**src/rtl/char2num_if.sv**
```systemverilog
// Byte-in / result-out handshake bundle for the ASCII decimal parser.
// The parser takes the slave view; whoever feeds bytes and consumes results takes the master view.
interface char2num_if #(
  parameter int W = 10
);
  logic [7:0]   in_data;
  logic         in_valid;
  logic         in_ready;
  logic         out_valid;
  logic         out_ready;
  logic [W-1:0] num;
  logic         neg;
  logic         err;
  logic [1:0]   err_code;

  modport master (
    output in_data, in_valid, out_ready,
    input  in_ready, out_valid, num, neg, err, err_code
  );

  modport slave (
    input  in_data, in_valid, out_ready,
    output in_ready, out_valid, num, neg, err, err_code
  );
endinterface

```
**src/rtl/char2num.sv**
```systemverilog
// Serial ASCII-to-signed-decimal parser: one byte per accepted handshake,
// one result (magnitude, sign, error code) per delimiter-terminated token.
module char2num #(
  parameter int W          = 10,
  parameter int MAX_DIGITS = 4
) (
  input  logic        clk,
  input  logic        rst,
  char2num_if.slave   bus
);
  localparam int CW = $clog2(MAX_DIGITS + 1);

  typedef enum logic [1:0] {IDLE, SIGN, DIGIT, FLUSH} state_t;
  typedef enum logic [1:0] {CLS_DIGIT, CLS_SIGN, CLS_DELIM, CLS_OTHER} cls_t;

  localparam logic [1:0] CODE_NONE  = 2'd0;
  localparam logic [1:0] CODE_BAD   = 2'd1;
  localparam logic [1:0] CODE_OVF   = 2'd2;
  localparam logic [1:0] CODE_NODIG = 2'd3;

  state_t         state, state_n;
  logic [W-1:0]   acc, acc_n;
  logic [CW-1:0]  cnt, cnt_n;
  logic           neg_r, neg_n;
  logic [1:0]     code_r, code_n;

  logic           out_valid_r;
  logic [W-1:0]   num_r;
  logic           neg_o, err_o;
  logic [1:0]     code_o;

  logic           emit;
  logic [W-1:0]   emit_num;
  logic           emit_neg;
  logic [1:0]     emit_code;

  cls_t           cls;
  logic           accept;
  logic [3:0]     digit;
  logic [W+3:0]   acc_ext, prod;
  logic           overflow;

  assign bus.in_ready  = !out_valid_r;
  assign bus.out_valid = out_valid_r;
  assign bus.num       = num_r;
  assign bus.neg       = neg_o;
  assign bus.err       = err_o;
  assign bus.err_code  = code_o;

  assign accept = bus.in_valid && !out_valid_r;
  assign digit  = bus.in_data[3:0];

  // Four extra bits hold acc*10+9 for any acc, so the range test never sees a wrapped value.
  assign acc_ext  = {4'b0000, acc};
  assign prod     = (acc_ext << 3) + (acc_ext << 1) + {{W{1'b0}}, digit};
  assign overflow = |prod[W+3:W];

  always_comb begin
    case (bus.in_data)
      8'h30, 8'h31, 8'h32, 8'h33, 8'h34,
      8'h35, 8'h36, 8'h37, 8'h38, 8'h39: cls = CLS_DIGIT;
      8'h2D, 8'h2B:                      cls = CLS_SIGN;
      8'h20, 8'h0D, 8'h0A, 8'h2C:        cls = CLS_DELIM;
      default:                           cls = CLS_OTHER;
    endcase
  end

  always_comb begin
    // NOTE: every value written here gets a default first, so no path can infer a latch.
    state_n   = state;
    acc_n     = acc;
    cnt_n     = cnt;
    neg_n     = neg_r;
    code_n    = code_r;
    emit      = 1'b0;
    emit_num  = '0;
    emit_neg  = 1'b0;
    emit_code = CODE_NONE;

    if (accept) begin
      unique case (state)
        IDLE: begin
          if (cls == CLS_SIGN) begin
            neg_n   = (bus.in_data == 8'h2D);
            state_n = SIGN;
          end else if (cls == CLS_DIGIT) begin
            acc_n   = W'(digit);
            cnt_n   = CW'(1);
            neg_n   = 1'b0;
            state_n = DIGIT;
          end else if (cls == CLS_OTHER) begin
            code_n  = CODE_BAD;
            state_n = FLUSH;
          end
        end
        SIGN: begin
          if (cls == CLS_DIGIT) begin
            acc_n   = W'(digit);
            cnt_n   = CW'(1);
            state_n = DIGIT;
          end else if (cls == CLS_DELIM) begin
            emit      = 1'b1;
            emit_code = CODE_NODIG;
            state_n   = IDLE;
          end else begin
            code_n  = CODE_BAD;
            state_n = FLUSH;
          end
        end
        DIGIT: begin
          if (cls == CLS_DIGIT) begin
            if (cnt == CW'(MAX_DIGITS) || overflow) begin
              code_n  = CODE_OVF;
              state_n = FLUSH;
            end else begin
              acc_n = prod[W-1:0];
              cnt_n = cnt + CW'(1);
            end
          end else if (cls == CLS_DELIM) begin
            emit     = 1'b1;
            emit_num = acc;
            emit_neg = neg_r;
            state_n  = IDLE;
          end else begin
            code_n  = CODE_BAD;
            state_n = FLUSH;
          end
        end
        FLUSH: begin
          // code_r is left alone here so the first error in the token is the one reported.
          if (cls == CLS_DELIM) begin
            emit      = 1'b1;
            emit_code = code_r;
            state_n   = IDLE;
          end
        end
        default: state_n = IDLE;
      endcase
    end

    if (emit) begin
      acc_n  = '0;
      cnt_n  = '0;
      neg_n  = 1'b0;
      code_n = CODE_NONE;
    end
  end

  // NOTE: non-blocking assignments so every register samples pre-edge values together.
  always_ff @(posedge clk) begin
    if (rst) begin
      state       <= IDLE;
      acc         <= '0;
      cnt         <= '0;
      neg_r       <= 1'b0;
      code_r      <= CODE_NONE;
      out_valid_r <= 1'b0;
      num_r       <= '0;
      neg_o       <= 1'b0;
      err_o       <= 1'b0;
      code_o      <= CODE_NONE;
    end else begin
      state  <= state_n;
      acc    <= acc_n;
      cnt    <= cnt_n;
      neg_r  <= neg_n;
      code_r <= code_n;
      // A new result can only be produced while no result is pending, so these never collide.
      if (emit) begin
        out_valid_r <= 1'b1;
        num_r       <= emit_num;
        neg_o       <= emit_neg;
        err_o       <= (emit_code != CODE_NONE);
        code_o      <= emit_code;
      end else if (out_valid_r && bus.out_ready) begin
        out_valid_r <= 1'b0;
      end
    end
  end
endmodule

```
**src/flat_wrapper.sv**
```systemverilog
// flat-port wrapper written by rule: the top's interface ports become plain ports
module char2num_flat 
#(
  parameter int W          = 10,
  parameter int MAX_DIGITS = 4
)
  (clk, rst, bus_in_data, bus_in_valid, bus_out_ready, bus_in_ready, bus_out_valid, bus_num, bus_neg, bus_err, bus_err_code);
  char2num_if #(.W(W)) bus_i ();
  input  logic clk;
  input  logic rst;
  input wire logic [$bits(bus_i.in_data)-1:0] bus_in_data;
  input wire logic [$bits(bus_i.in_valid)-1:0] bus_in_valid;
  input wire logic [$bits(bus_i.out_ready)-1:0] bus_out_ready;
  output wire logic [$bits(bus_i.in_ready)-1:0] bus_in_ready;
  output wire logic [$bits(bus_i.out_valid)-1:0] bus_out_valid;
  output wire logic [$bits(bus_i.num)-1:0] bus_num;
  output wire logic [$bits(bus_i.neg)-1:0] bus_neg;
  output wire logic [$bits(bus_i.err)-1:0] bus_err;
  output wire logic [$bits(bus_i.err_code)-1:0] bus_err_code;
  assign bus_i.in_data = bus_in_data;
  assign bus_i.in_valid = bus_in_valid;
  assign bus_i.out_ready = bus_out_ready;
  assign bus_in_ready = bus_i.in_ready;
  assign bus_out_valid = bus_i.out_valid;
  assign bus_num = bus_i.num;
  assign bus_neg = bus_i.neg;
  assign bus_err = bus_i.err;
  assign bus_err_code = bus_i.err_code;
  char2num #(.W(W), .MAX_DIGITS(MAX_DIGITS)) u_core (.clk(clk), .rst(rst), .bus(bus_i));
endmodule
```
**config.mk**
```make
export PLATFORM = sky130hd
export DESIGN_NAME = char2num_flat
export DESIGN_NICKNAME = d
export VERILOG_FILES = /design/src/rtl/char2num_if.sv /design/src/rtl/char2num.sv /design/src/flat_wrapper.sv
export SDC_FILE = /design/constraint.sdc
export NUM_CORES = 1
export LEC_CHECK = 0
export BUFFER_PORTS_ARGS = -buffer_cell sky130_fd_sc_hd__buf_4
export CORE_ASPECT_RATIO = 1.75
export CORE_MARGIN = 5
export CORE_UTILIZATION = 52
export CTS_CLUSTER_DIAMETER = 60
export CTS_CLUSTER_SIZE = 30
export DETAILED_ROUTE_END_ITERATION = 7
export HOLD_SLACK_MARGIN = 0.15
export PLACE_DENSITY = 0.81
export SYNTH_ARGS = -nofsm -noshare
export SYNTH_HDL_FRONTEND = slang
export SYNTH_SLANG_ARGS = --single-unit
```
**constraint.sdc**
```tcl
create_clock -name clk -period 4.91 [get_ports clk]
set_input_delay 0.7365 -clock clk [delete_from_list [all_inputs] [get_ports clk]]
set_output_delay 0.7365 -clock clk [all_outputs]
set_load 0.01 [all_outputs]
```
==> results.py, run 1 <==
metrics = {
    "synthesis": {
        "synthArstFlopShare_pct": 0,
        "netlist_top_cells_area": "dfxtp_1 28%, ha_1 14%, a22o_1 4.4%",
        "yosys.area.top_type": "dfxtp_1",
        "avgSynthCellArea_um2": 8.60,
        "yosys_most_used_dff": "dfxtp_1",
        "ys_seq_area_share_pct": 27.7,
        "netlist.area_leader.share_pct": 27.7,
        "yosysUniqueCellTypes": 61,
        "synth_nets": 317,
        "ys_ff_latch": 33,
        "synthesis.area_mm2": 0.00238,
        "yosysWarnings": 0,
        "synth_common_cells": "33 x dfxtp_1, 26 x ha_1, 25 x nand2_1",
        "yosysMostFrequentCell": "dfxtp_1",
        "netlist_instances": 277,
        "synth_edf_count": 0,
    },
    "timing": {
        "final_max_slew_viol_count": 0,
        "min_period_ps": 3950,
        "tightest_slew_ps": 1050,
        "fin_hold_ws_ps": 480,
        "rsz0062_at_grt": "no",
        "final-hold-violation-count": 0,
        "setup_viol": 0,
        "relSlewSlack_pct": 29.7,
        "fmax_ghz": 0.253,
        "fin_tns_setup_ps": 0,
        "post-route-period-util_pct": 80.4,
        "final.setup_skew_ps": 3.78,
    },
    "setup_path": {
        "required_ps": 5130,
        "cp.arrival_ps": 4170,
        "startpoint_type": "input port",
        "path_max_fanout": 12,
        "path_class": "in2reg",
        "worstSetupEndpointType": "flop",
    },
    "global_routing": {
        "grt_pass1_wl_mm": 9.90,
        "grt_pass1_vias": 2242,
        "grt_max_degree": 17,
        "gr-total-overflow": 0,
        "grt_usage_pct": 21.0,
        "antenna_found_initial": 0,
    },
    "clock_tree": {
        "cts.sinks": 33,
        "cts_tree": "built",
        "cts-htree-levels": 2,
        "holdBufCountCts": 0,
        "post-cts-setup-buffers": 0,
        "cts_buffers": 5,
        "cts_buffer_depth": 2,
        "cts-root-buf": "clkbuf_8",
        "cts.clk_slew.worst_paths_ps": 70,
        "insertion_delay_ps": 290,
        "cts_resized": 0,
    },
    "place": {
        "dp.final_hpwl_mm": 4.44,
        "port_buffers": 27,
        "gp_congestion": 0.897,
    },
    "drt": {
        "routed_wl_mm": 5.75,
        "route.vias.total": 2154,
        "drtIter0Drc": 97,
        "via_per_inst": 6.12,
        "drt_pass1_iterations": 5,
        "antenna_left": 0,
        "post-route-drc-count": 0,
        "wl_per_cell_um": 16.3,
    },
    "die": {
        "pin_count": 28,
        "fp.dieW_um": 61.2,
        "die-area_mm2": 0.00609,
        "die_y_um": 99.5,
        "core_mm2": 0.00444,
        "row_count": 32,
        "floorplan.initialDensity_pct": 53.6,
    },
    "layout": {
        "fin_nets": 341,
        "antenna_cells": 0,
        "drive_gt1_share_pct": 15.9,
        "syn2layout_area_growth_pct": 12.7,
    },
    "job": {
        "drv_cap": 0,
    },
    "pwr": {
        "ir_worst_vdd_mv": 0.210,
        "powerDensity_mw_per_mm2": 217,
        "power_leakage_nw": 1.21,
        "power_uw": 581,
    },
    "min_path": {
        "hold_class": "reg2reg",
    },
    "outcome": {
        "status": "finished clean",
    },
}
-- worst max-delay path: stages --
cell and delay, ps:
buf_4 110, inv_1 70, fa_1 540, inv_1 80
fa_1 460, a21oi_1 190, nand4b_1 170, a21oi_1 130
or3_1 380, a21boi_0 260, nand4_1 420, or3_1 450
a21oi_1 150
-- where the power goes --
part / total (mW) / leakage, nW / switching [mW] / internal (mW)
sequential: 0.276 / 0.267 / 0.00358 / 0.272
combinational: 0.0934 / 0.900 / 0.0576 / 0.0359
clock: 0.212 / 0.0443 / 0.101 / 0.111
-- per-layer routing --
layer	GRT usage (%)	part of all wire [%]
met4	11.9	4.0
met3	3.51	4.7
met1	21.9	36
met2	37.4	55
met5	0	0
-- final cells by class --
class	instances	area, um2
sequential	33	661
timing repair buffer	27	203
inverter	18	67.6
fill	409	1760
clock buffer	7	86.3
tap	51	63.8
multi-input combinational	216	1600
-- stage by stage --
step	setup WS [ps]	util [%]	area [um2]	cells
after floorplan	1260	-	2380	277
after global placement	854	58.4	2600	345
after detailed placement	692	58.4	2600	345
after CTS	982	60.4	2680	352
after global routing	572	60.4	2680	352
final	960	60.4	2680	352
-- path summary, 6_finish.rpt --
check                          from                 to  slack, ps  depth (start not counted)
setup / recovery     bus_in_data[3]      u_core.cnt[2]        960                         13
hold / removal    u_core.bus.num[4]  u_core.bus.num[4]        480                          1
setup reg to reg      u_core.acc[0]      u_core.cnt[2]       1130                         12
hold reg to reg   u_core.bus.num[4]  u_core.bus.num[4]        480                          1
-- cell usage in the layout, fill, tap and decap left out, types with 2 or more instances in the layout --
master	netlist	layout
dfxtp_1	33	33
buf_4	0	27
ha_1	26	26
nand2_1	25	25
a21oi_1	19	19
inv_1	18	18
nand3_1	17	17
nor2_1	15	15
o21ai_0	12	12
a22o_1	12	12
a211oi_1	9	9
nor2b_1	7	7
mux2i_1	6	6
clkbuf_8	0	6
or3_1	5	5
a21o_1	5	5
xor2_1	4	4
nor2_2	3	3
nand2b_1	2	2
nand3b_1	2	2
a21oi_2	2	2
o21ai_1	2	2
o221ai_1	2	2
o21bai_1	2	2
o21a_1	2	2
xnor2_1	2	2
mux2_2	2	2
fa_1	2	2
-- logic make-up (layout without fill, tap and decap cells) --
kind of cell	count (synthesis)	count (layout)	share of synthesized area, %
adders and majority gates	28	28	15.3
and+or+nand+nor	89	89	19.9
DFF	33	33	27.7
buffers and inverters	28	52	4.99
AOI/OAI and AO/OA	85	85	26.4
xor gates and xnor gates	6	6	2.21
muxes	8	8	3.47
-- flip-flops by register name, indices dropped and copies added (netlist names) --
name,cells
u_core.cnt,3
u_core.bus.err,1
u_core.acc,10
u_core.bus.out_valid,1
u_core.state,2
u_core.neg_r,1
u_core.bus.err_code,2
u_core.bus.num,10
u_core.bus.neg,1
u_core.code_r,2
No activity file was read; power rests on OpenSTA's default activity.
==> inputs of run 2 (changes only) <==
ABC_AREA = 1   (was unset)
clock period = 3.7 ns   (was 4.91 ns; I/O delays follow)
==> run 2 against run 1 <==
  * Register-to-register slack worse by 410 ps
  * Combinational power is 50% higher
  * Clock power is 34% higher
  * Setup slack worse by 240 ps
  * Critical path depth is 3 higher
  * Non-clock buffer count is 1 higher
  * Die area is 12% higher
  * Highest routed layer unchanged
  * Total power is 36% higher
==> results.py, run 2 <==
metrics = {
    "setup_path": {
        "path_common_cell": "nand2_1",
        "path_class": "reg2reg",
        "crit_buf_inv": 2,
        "path_delay_family": "simple AND/OR/NAND/NOR gates",
        "cp_slowest_stage_delay_ps": 500,
        "worstSetupEndpointType": "flop",
        "required_ps": 3880,
        "cp.arrival_ps": 3160,
        "path_max_fanout": 11,
        "startpoint_type": "flop",
        "crit_path_cell_trace": "inv_1 -> fa_1 -> inv_1 -> fa_1 -> nand2_1 -> nand2_1 -> nand3_2 -> nand2_1 -> nand2_1 -> nand2_2 -> nor2_4 -> nand3_2 -> nand2_2 -> nand2_2 -> o21ai_0 -> nor2_1",
        "cp_slowest_cell": "fa_1",
    },
    "drt": {
        "via_per_inst": 5.61,
        "post-route-drc-count": 0,
        "drtIter0Drc": 200,
        "antenna_left": 0,
        "wl_per_cell_um": 14.2,
        "drt_pass1_iterations": 5,
        "route.vias.total": 2610,
        "routed_wl_mm": 6.62,
    },
    "job": {
        "drv_cap": 0,
    },
    "timing": {
        "min_period_ps": 2980,
        "rsz0062_at_grt": "no",
        "final.setup_skew_ps": 10.2,
        "setup_viol": 0,
        "final_max_slew_viol_count": 0,
        "final-hold-violation-count": 0,
        "tightest_slew_ps": 395,
        "fin_hold_ws_ps": 452,
        "fmax_ghz": 0.335,
        "fin_tns_setup_ps": 0,
        "relSlewSlack_pct": 73.6,
        "post-route-period-util_pct": 80.6,
    },
    "layout": {
        "antenna_cells": 0,
        "drive_gt1_share_pct": 22.4,
        "utilization_pct": 59.6,
        "n_fill_cell": 481,
        "design_area_mm2": 0.00299,
        "fin_nets": 451,
        "mostFrequentLayoutCells": "98 x nand2_1, 44 x inv_1, 36 x nor2_1",
        "final_common_cell": "nand2_1",
        "syn2layout_area_growth_pct": 10.3,
    },
    "clock_tree": {
        "holdBufCountCts": 0,
        "cts.clk_slew.worst_paths_ps": 80,
        "cts_buffer_depth": 2,
        "cts-root-buf": "clkbuf_8",
        "cts-htree-levels": 2,
        "cts_resized": 0,
        "cts_tree": "built",
        "post-cts-setup-buffers": 0,
        "insertion_delay_ps": 290,
        "cts.sinks": 33,
        "cts_buffers": 5,
    },
    "synthesis": {
        "synthesis.area_mm2": 0.00271,
        "ys_seq_area_share_pct": 24.3,
        "netlist.area_leader.share_pct": 24.3,
        "yosysWarnings": 0,
        "yosys.area.top_type": "dfxtp_1",
        "synth_edf_count": 0,
        "synth_nets": 425,
        "synthArstFlopShare_pct": 0,
        "yosys_most_used_dff": "dfxtp_1",
        "netlist_top_cells_area": "dfxtp_1 24%, nand2_1 14%, ha_1 12%",
        "synth_common_cells": "98 x nand2_1, 44 x inv_1, 36 x nor2_1",
        "yosysMostFrequentCell": "nand2_1",
        "netlist_instances": 385,
        "ys_ff_latch": 33,
        "yosysUniqueCellTypes": 41,
        "avgSynthCellArea_um2": 7.05,
    },
    "die": {
        "core_mm2": 0.00502,
        "row_count": 34,
        "pin_count": 28,
        "fp.dieW_um": 64.6,
        "die-area_mm2": 0.00682,
        "die_y_um": 106,
        "floorplan.initialDensity_pct": 54.1,
    },
    "place": {
        "placed_cell_area_mm2": 0.00291,
        "dp.final_hpwl_mm": 5.22,
        "port_buffers": 27,
        "gp_congestion": 0.956,
    },
    "global_routing": {
        "antenna_found_initial": 0,
        "gr-total-overflow": 0,
        "grt_pass1_vias": 2654,
        "grt_pass1_wl_mm": 11.4,
        "grt_usage_pct": 20.7,
        "grt_max_degree": 27,
    },
    "pwr": {
        "ir_worst_vdd_mv": 0.128,
        "power_uw": 790,
        "powerDensity_mw_per_mm2": 264,
        "power_leakage_nw": 1.49,
    },
    "outcome": {
        "status": "finished clean",
    },
    "min_path": {
        "hold_class": "reg2reg",
    },
}
==> run 2: changes by cell type in the layout (fill, tap and decap cells not counted), moves of 8 or more <==
| cell | delta |
|---|---|
| a22o_1 | -12 |
| a211oi_1 | -9 |
| nor2_1 | +21 |
| o21ai_2 | +8 |
| inv_1 | +26 |
| nand2_2 | +13 |
| nand2_1 | +73 |
==> run 2: kinds of logic after synthesis <==
group | count (synthesis) | share of synthesized area [%]
and+or+nand+nor | 203 | 37.3
AOI/OAI and AO/OA | 62 | 14.7
buffers and inverters | 58 | 9.96
DFF | 33 | 24.3
adders and majority gates | 28 | 13.5
xor gates and xnor gates | 1 | 0.323
==> run 2: worst paths after layout <==
path               startpoint          endpoint  slack, ps  cells past startpoint
min reg2reg  u_core.code_r[1]  u_core.code_r[1]        450                      2
max             u_core.acc[2]     u_core.acc[1]        720                     16
min          u_core.code_r[1]  u_core.code_r[1]        450                      2
max reg2reg     u_core.acc[2]     u_core.acc[1]        720                     16
==> run 2: layout make-up <==
class	instances	area (um2)	share of cell area, %
clock buffer	7	86.3	2.88
inverter	49	186	6.23
multi-input combinational	294	1780	59.5
sequential	33	661	22.1
tap	54	67.6	2.26
timing repair buffer	28	210	7.02
==> run 2: worst min-delay path, delay by kind of cell (launching register included) <==
| kind | cells | cell delay (ps) |
|---|---|---|
| flip-flops | 1 | 300 |
| buffers and inverters | 1 | 60 |
| AO/OA/AOI/OAI | 1 | 60 |
==> run 2: through the flow <==
step | worst slack, ps | cells
5_1_grt | 539 | 465
3_3_place_gp | 583 | 458
6_report | 716 | 465
3_5_place_dp | 503 | 458
2_1_floorplan | 850 | 385
4_1_cts | 712 | 465
==> run 2: routing by layer <==
layer	up-vias	routed length [um]	track usage [%]
li1	1299	-	-
met1	1203	2430	20.4
met2	81	3620	39.3
met3	27	268	3.41
met4	0	298	12.3
met5	-	0	0
==> run 2: power breakdown <==
group	switching, mW	total [mW]	internal (mW)	leakage [nW]
clock	0.136	0.284	0.148	0.0443
combinational	0.0937	0.140	0.0464	1.18
sequential	0.00497	0.366	0.361	0.267
